**src/rtl/i2s_pkg.sv**
```systemverilog
// Shared definitions for the I2S frame transmitter: default widths,
// the stereo frame record and the word-select placement rule.
package i2s_pkg;

  localparam int SAMPLE_W = 24;
  localparam int SLOT_W   = 32;

  // Word-select changes this many bit clocks ahead of the slot MSB.
  localparam int LR_LEAD  = 1;

  typedef struct packed {
    logic [SAMPLE_W-1:0] left;
    logic [SAMPLE_W-1:0] right;
  } frame_t;

  function automatic logic lr_for_bitpos(input int unsigned bitpos,
                                         input int unsigned slot_w);
    return (bitpos >= slot_w - LR_LEAD) && (bitpos <= 2 * slot_w - 1 - LR_LEAD);
  endfunction

endpackage

```
**src/rtl/sample_fifo.sv**
```systemverilog
// Synchronous frame FIFO with first-word-fall-through head and occupancy
// outputs, both the current count and the value it takes on the next edge.
module sample_fifo
  import i2s_pkg::*;
#(
  parameter int DEPTH = 4,
  localparam int AW   = $clog2(DEPTH)
) (
  input  logic          clk,
  input  logic          rst,
  input  logic          push_valid,
  input  frame_t        push_data,
  output logic          push_ready,
  input  logic          pop,
  output frame_t        head,
  output logic [AW:0]   count,
  output logic [AW:0]   count_next
);

  localparam logic [AW:0] FULL = (AW + 1)'(DEPTH);

  frame_t        mem [DEPTH];
  logic [AW-1:0] wr_ptr;
  logic [AW-1:0] rd_ptr;
  logic          do_push;
  logic          do_pop;

  // A full FIFO refuses pushes even when a pop lands in the same cycle.
  assign push_ready = !rst && (count != FULL);
  assign do_push    = push_valid && push_ready;
  assign do_pop     = pop && (count != '0) && !rst;
  assign head       = mem[rd_ptr];

  always_comb begin
    count_next = count;
    case ({do_push, do_pop})
      2'b10:   count_next = count + 1'b1;
      2'b01:   count_next = count - 1'b1;
      default: count_next = count;
    endcase
  end

  always_ff @(posedge clk) begin
    if (rst) begin
      wr_ptr <= '0;
      rd_ptr <= '0;
      count  <= '0;
    end else begin
      if (do_push) wr_ptr <= wr_ptr + 1'b1;
      if (do_pop)  rd_ptr <= rd_ptr + 1'b1;
      count <= count_next;
    end
  end

  always_ff @(posedge clk) begin
    if (do_push) mem[wr_ptr] <= push_data;
  end

endmodule

```
**src/rtl/i2s_frame_tx.sv**
```systemverilog
// Buffers stereo PCM frames and serialises them as an I2S stream with the
// bit clock, word select and data all derived from the system clock.
module i2s_frame_tx
  import i2s_pkg::*;
#(
  parameter int SAMPLE_W  = i2s_pkg::SAMPLE_W,
  parameter int SLOT_W    = i2s_pkg::SLOT_W,
  parameter int BCLK_DIV  = 4,
  parameter int DEPTH     = 4,
  parameter int LOW_WATER = 1
) (
  input  logic                clk,
  input  logic                rst,
  input  logic                enable,
  input  logic [SAMPLE_W-1:0] s_left,
  input  logic [SAMPLE_W-1:0] s_right,
  input  logic                s_valid,
  output logic                s_ready,
  output logic                bclk,
  output logic                lrclk,
  output logic                sdata,
  output logic                req,
  output logic                underrun
);

  localparam int AW    = $clog2(DEPTH);
  localparam int DIV_W = $clog2(BCLK_DIV);
  localparam int BP_W  = $clog2(2 * SLOT_W);

  localparam logic [DIV_W-1:0] DIV_HALF = DIV_W'(BCLK_DIV / 2 - 1);
  localparam logic [DIV_W-1:0] DIV_LAST = DIV_W'(BCLK_DIV - 1);
  localparam logic [BP_W-1:0]  BP_LAST  = BP_W'(2 * SLOT_W - 1);
  localparam logic [BP_W-1:0]  BP_SLOT  = BP_W'(SLOT_W);
  localparam logic [AW:0]      LOW_LVL  = (AW + 1)'(LOW_WATER);

  frame_t              push_data;
  frame_t              fifo_head;
  logic [AW:0]         fifo_count;
  logic [AW:0]         fifo_count_next;
  logic                fifo_empty;

  logic [DIV_W-1:0]    div;
  logic [BP_W-1:0]     bitpos;
  logic [BP_W-1:0]     bitpos_next;
  logic [BP_W-1:0]     slot_k;
  logic                fall_evt;
  logic                frame_start;
  frame_t              frame_q;
  frame_t              frame_next;
  logic [SAMPLE_W-1:0] sample;
  logic [SAMPLE_W-1:0] sample_shift;
  logic                sdata_next;
  logic                lr_next;

  assign push_data  = '{left: s_left, right: s_right};
  assign fifo_empty = (fifo_count == '0);

  sample_fifo #(
    .DEPTH (DEPTH)
  ) u_fifo (
    .clk        (clk),
    .rst        (rst),
    .push_valid (s_valid),
    .push_data  (push_data),
    .push_ready (s_ready),
    .pop        (frame_start),
    .head       (fifo_head),
    .count      (fifo_count),
    .count_next (fifo_count_next)
  );

  // Everything below only moves on the bclk falling event; entering bitpos 0
  // swaps in a new frame (or silence when the FIFO ran dry).
  always_comb begin
    fall_evt     = enable && (div == DIV_LAST);
    bitpos_next  = (bitpos == BP_LAST) ? '0 : bitpos + 1'b1;
    frame_start  = fall_evt && (bitpos_next == '0);
    frame_next   = frame_q;
    if (frame_start) frame_next = fifo_empty ? '0 : fifo_head;

    sample = frame_next.left;
    slot_k = bitpos_next;
    if (bitpos_next >= BP_SLOT) begin
      sample = frame_next.right;
      slot_k = bitpos_next - BP_SLOT;
    end

    // Shifting past the sample width leaves zeros, which gives the slot padding.
    sample_shift = sample << slot_k;
    sdata_next   = sample_shift[SAMPLE_W-1];
    lr_next      = lr_for_bitpos(int'(bitpos_next), SLOT_W);
  end

  always_ff @(posedge clk) begin
    if (rst) begin
      div      <= '0;
      bitpos   <= BP_LAST;
      bclk     <= 1'b0;
      lrclk    <= 1'b0;
      sdata    <= 1'b0;
      underrun <= 1'b0;
      req      <= 1'b1;
      frame_q  <= '0;
    end else if (!enable) begin
      div      <= '0;
      bitpos   <= BP_LAST;
      bclk     <= 1'b0;
      lrclk    <= 1'b0;
      sdata    <= 1'b0;
      underrun <= 1'b0;
      req      <= (fifo_count_next <= LOW_LVL);
    end else begin
      div      <= fall_evt ? '0 : div + 1'b1;
      underrun <= frame_start && fifo_empty;
      req      <= (fifo_count_next <= LOW_LVL);
      if (div == DIV_HALF) bclk <= 1'b1;
      if (fall_evt) begin
        bclk    <= 1'b0;
        bitpos  <= bitpos_next;
        lrclk   <= lr_next;
        sdata   <= sdata_next;
        frame_q <= frame_next;
      end
    end
  end

endmodule
```
**config.mk**
```make
export PLATFORM = sky130hd
export DESIGN_NAME = i2s_frame_tx
export DESIGN_NICKNAME = d
export VERILOG_FILES = /design/src/rtl/i2s_pkg.sv /design/src/rtl/sample_fifo.sv /design/src/rtl/i2s_frame_tx.sv
export SDC_FILE = /design/constraint.sdc
export NUM_CORES = 1
export LEC_CHECK = 0
export ABC_AREA = 1
export CAP_MARGIN = 40
export CORE_MARGIN = 3
export CORE_UTILIZATION = 30
export CTS_CLUSTER_DIAMETER = 80
export DETAILED_ROUTE_END_ITERATION = 16
export HOLD_SLACK_MARGIN = 0.15
export RECOVER_POWER = 50
export SETUP_SLACK_MARGIN = 0.5
export SYNTH_ARGS = -nofsm -noshare
export SYNTH_HDL_FRONTEND = slang
export SYNTH_SLANG_ARGS = --single-unit
```
**constraint.sdc**
```tcl
create_clock -name clk -period 3.6 [get_ports clk]
set_clock_uncertainty 0.15 [all_clocks]
set_input_delay 0.36 -clock clk [delete_from_list [all_inputs] [get_ports clk]]
set_output_delay 0.36 -clock clk [all_outputs]
set_load 0.01 [all_outputs]
```
# Word-level counts from Yosys, hierarchy flattened

Memories as Yosys holds them, arrays and structs flattened. A register that Yosys moved wholly into a read port is not among the register bits.
Cells that the tools add are included.
Widths: inputs -> output; s select.

Register bits after elaboration: 68
Memory bits (writable): 192
Input port bits: 52
Output and inout port bits: 6
Logic and storage cells: 57
Memories: 1

Memories:

| memory     | words | width | read ports | clocked after memory_dff | wr ports | RTL line          | text |
|---|---|---|---|---|---|---|---|
| u_fifo.mem | 4     | 48    | 1          | 1                        | 1        | sample_fifo.sv:22 | `frame_t mem [DEPTH];` |

$add $sub $neg: 7
$lt $le $gt $ge: 4
Equal/unequal tests: 6
Shifts and indexed selects: 1
Multiplexer cells: 10
Bitwise logic cells: 1
Reductions and logical operators: 15

Operator list:

| operator            | count |
|---|---|
| $mux 48             | 2 |
| $mux 24             | 1 |
| $shl 24x6->24       | 1 |
| $mux 6              | 2 |
| $logic_and 1x1->1   | 8 |
| $add 2x1->2 const B | 3 |
| $add 6x1->6 const B | 1 |
| $eq 6x6->1 const B  | 1 |
| $ge 6x5->1 const B  | 1 |
| $ge 6x6->1 const B  | 1 |
| $le 6x6->1 const B  | 1 |
| $logic_not 6->1     | 1 |
| $pmux 3 s2          | 1 |
| $sub 6x6->6 const B | 1 |
| $eq 2x1->1 const B  | 2 |
| $eq 2x2->1 const B  | 2 |
| $mux 2              | 2 |
| $add 3x1->3 const B | 1 |
| $le 3x1->1 const B  | 1 |
| $logic_not 3->1     | 1 |
| $ne 3x3->1 const B  | 1 |
| $reduce_bool 3->1   | 1 |
| $reduce_or 3->1     | 1 |
| $sub 3x1->3 const B | 1 |
| other kinds (5)     | 6 |

# Logic depth before layout (Yosys ltp)

Depth in word-level cells: 9
Mapped depth: 19
Depth with buffers taken out: 19

# By module

From an unflattened synthesis, not the netlist that was laid out.

Cells, all modules: 1080
Area total of the unflattened synthesis: 11068.1 um^2

By module, submodules not included:

| module       | instances | cells an instance | area an instance (um^2) | sequential area each (um^2) |
|---|---|---|---|---|
| sample_fifo  | 1         | 537               | 7681.1                  | 5945.7 |
| i2s_frame_tx | 1         | 543               | 3387.0                  | 1221.2 |

# Worst setup path after synthesis

OpenSTA, ideal clock, no wires.

Kind: input to register
Start: input rst
End: memory u_fifo.mem[0][0] in the netlist's numbering (enable)
Library setup time: 0.454 ns
Data arrival time: 3.115 ns
Data required time: 2.996 ns
Slack: -0.119 ns
Stages: 4
Buffers on the path: 1
Path through: clkbuf_1 > a31oi_1 > nand2_1 > nor2_1

Cells in the longest elaborated chain, start to end: 5

Ends and longest elaborated chain:

| item                         | RTL line           | text |
|---|---|---|
| from (decl)                  | i2s_frame_tx.sv:13 | `input logic rst,` |
| $logic_not 1->1              | sample_fifo.sv:29  | `assign push_ready = !rst && (count != FULL);` |
| $logic_and 1x1->1            | sample_fifo.sv:29  |  |
| via s_ready                  | i2s_frame_tx.sv:18 | `output logic s_ready,` |
| $logic_and 1x1->1            | sample_fifo.sv:30  | `assign do_push = push_valid && push_ready;` |
| $mux 1                       | sample_fifo.sv:56  | `if (do_push) mem[wr_ptr] <= push_data;` |
| $mux 1 (not written as such) | sample_fifo.sv:56  |  |
| to (decl)                    | sample_fifo.sv:22  |  |

The timed path passes the listed nets, and every way through them passes these cells.

# Worst setup path after layout

Start: input rst
End: memory u_fifo.mem[0][33] in the netlist's numbering (enable)

Cells in the longest elaborated chain, start to end: 5

Ends and longest elaborated chain:

| item                         | RTL line |
|---|---|
| $logic_not 1->1              | sample_fifo.sv:29 |
| $logic_and 1x1->1            | sample_fifo.sv:29 |
| $logic_and 1x1->1            | sample_fifo.sv:30 |
| $mux 1                       | sample_fifo.sv:56 |
| $mux 1 (not written as such) | sample_fifo.sv:56 |

No other way between the ends.

==> impl_metrics.tcl <==
set metrics [dict create \
    status "finished, violations left" \
    violations "max-capacitance violations, max-slew violations" \
    start_util 0.306 \
    avgViaCountPerCell 4.74 \
    peakVddDrop_mv 0.277 \
    worst_slack_ps 488 \
    cts.clk_slew.worst_paths_ps 70 \
    wl_per_cell_um 15.6 \
    drive_gt1_frac 0.0902 \
    ant_nets 0 \
    die_x_um 197 \
    rows 69 \
    syn-instance-count 1029 \
    ys_seq_area_frac 0.658 \
    root_buffer "clkbuf_16" \
    syn_to_final_growth_pct 17.7 \
    final_common_cell "nand2_1" \
    r2r_slack_ps 490 \
    crit_required_ps 3570 \
    drt_iter0_markers 575 \
    vias 7396 \
    p_leak_uw 0.00473 \
    hold_viol_final 0 \
    finalSetupTns_ps 0 \
    power.density_nw_per_um2 488 \
    slew_viol_final 98 \
    placed_cells 1507 \
    cp-start-kind "primary input" \
    fin_crit_sh 0.864 \
    drcViolationCount 0 \
    cts_tree "built" \
    grt_usage 0.126 \
    finalWirelength_um 24400 \
    grt_max_degree 68 \
    drv_cap 2 \
    setup_viol_count_final 0 \
    dp_hpwl_um 15100 \
    clock_sinks 262 \
    yosys_warnings 0 \
    crit_arrival_ps 3080 \
    ios 58 \
    critPathMaxFanout 48 \
    overflow 0 \
    hold_class "flop to flop" \
    fmax_ghz 0.321 \
    fp.dieArea_um2 38700 \
    layout.nets 1142 \
    cp-end-kind "flop" \
    yosys_register_bits 262 \
    finalNonFillerCells 1561 \
    clk_latency_ps 520 \
    syn-mean-instance-area_um2 10.6 \
    fin_crit_ps 3110 \
    synth-edff-count 192 \
    htree_levels 1 \
    core_area_um2 35700 \
    grt_antenna_before_repair 4 \
    worst_pin_slew_ps 1530 \
    drt_first_pass_iters 5 \
    syn_area_um2 10900 \
    ys_types 33 \
    slew_headroom -0.0230 \
    layout_common_cells "nand2_1 (197), edfxtp_1 (192), nor2_1 (103)" \
    gp_congestion 0.919 \
    numCtsBuffers 27 \
    rsz0062_at_grt "yes" \
    final_util 0.360 \
    synth_flop_cell "edfxtp_1" \
    synth.net_count 1093 \
    path_class "primary input to flop" \
    ys_async_sr_fraction 0 \
    grt_pass1_vias 7405 \
    port_buffers 57 \
    grt_first_pass_wirelength_um 39500 \
    fill_cells 3495 \
    clock_path_buffers 3 \
    fp.dieH_um 197 \
    pre_cts_ws_ps 351 \
]
what timing repair did:
item | in CTS | in global routing
endpoints found under the hold margin | 2 | 0
setup endpoints to repair | 1 | 3
hold buffers | 1 | 0
setup buffers | 1 | 1
resized for setup | 2 | 10
pin swaps | 1 | 2
cloned | 0 | 0
final timing paths:
path                       end             from  cells past startpoint
max          u_fifo.mem[0][33]              rst                      7
min                     div[0]           div[0]                      1
max reg2reg  u_fifo.mem[0][33]  u_fifo.count[0]                      6
min reg2reg             div[0]           div[0]                      1
state kept, by name, summed over array words and instances, names as in the netlist, named ones only:
register and flops:
sdata 1, u_fifo.count 3, req 1, lrclk 1
bclk 1, u_fifo.rd_ptr 2, u_fifo.wr_ptr 2, underrun 1
frame_q 48, div 2, u_fifo.mem 192, bitpos 6
area by class of cell:
type,count,area [µm²],share of cell area
Inverter,74,278,0.0217
Antenna cell,2,5.00,0.000390
Timing Repair Buffer,80,742,0.0578
Tap cell,461,577,0.0450
Clock inverter,15,143,0.0111
Sequential cell,262,7180,0.559
Multi-Input combinational cell,633,3200,0.249
Clock buffer,34,712,0.0555
worst max-delay path, stage by stage:
cell and delay [ps]:
dlygate4sd3_1 550, clkbuf_1 160, a31oi_1 240, nand2_1 80, clkbuf_1 340, nor2_4 170, clkbuf_2 1130
cell families (layout without fill, tap and decap cells):
| logic type | after synthesis | count (layout) | synth area share |
|---|---|---|---|
| flops | 262 | 262 | 0.658 |
| fa+ha+maj | 12 | 12 | 0.0145 |
| buf+inv | 134 | 203 | 0.0536 |
| simple gates | 423 | 423 | 0.167 |
| other cells | 0 | 2 | 0 |
| xor+xnor | 1 | 1 | 0.000804 |
| compound gates | 197 | 197 | 0.107 |
where the power goes:
group          switching (µW)  leakage [µW]  internal [µW]  total, µW
Sequential               15.5       0.00231           3300       3320
Combinational             172       0.00199           88.7        260
Clock                    1080      0.000422           1600       2680
cell usage after synthesis, types with 3 or more instances:
master | n | area (µm²)
nand2_1 | 197 | 739
edfxtp_1 | 192 | 5770
nor2_1 | 108 | 405
nand3_1 | 93 | 465
a21oi_1 | 78 | 390
dfxtp_1 | 70 | 1400
inv_1 | 68 | 255
o21ai_0 | 65 | 325
clkbuf_1 | 29 | 109
buf_2 | 23 | 115
a221oi_1 | 14 | 123
ha_1 | 11 | 138
nand4_1 | 11 | 68.8
o22ai_1 | 11 | 68.8
a211oi_2 | 9 | 113
a22oi_1 | 8 | 60.1
a211oi_1 | 7 | 52.6
buf_6 | 6 | 67.6
inv_2 | 5 | 18.8
nand2_2 | 4 | 25.0
nor2_4 | 3 | 33.8
per-stage QoR:
step / hold WS [ps] / cell area (µm²) / power (µW)
2_1_floorplan: 271 / 10900 / 3510
4_1_cts: 305 / 12800 / 6350
3_5_place_dp: 299 / 12000 / 3660
5_1_grt: 331 / 12800 / 6500
3_3_place_gp: 283 / 12000 / 3660
6_report: 307 / 12800 / 6260
routing by layer:
metal,vias to the layer above,wire length (µm),GRT usage
li1,3679,-,-
met1,3521,10800,0.162
met2,148,11800,0.217
met3,44,1060,0.0221
met4,4,699,0.0391
met5,-,21,0
No activity file was read; power rests on OpenSTA's default activity.
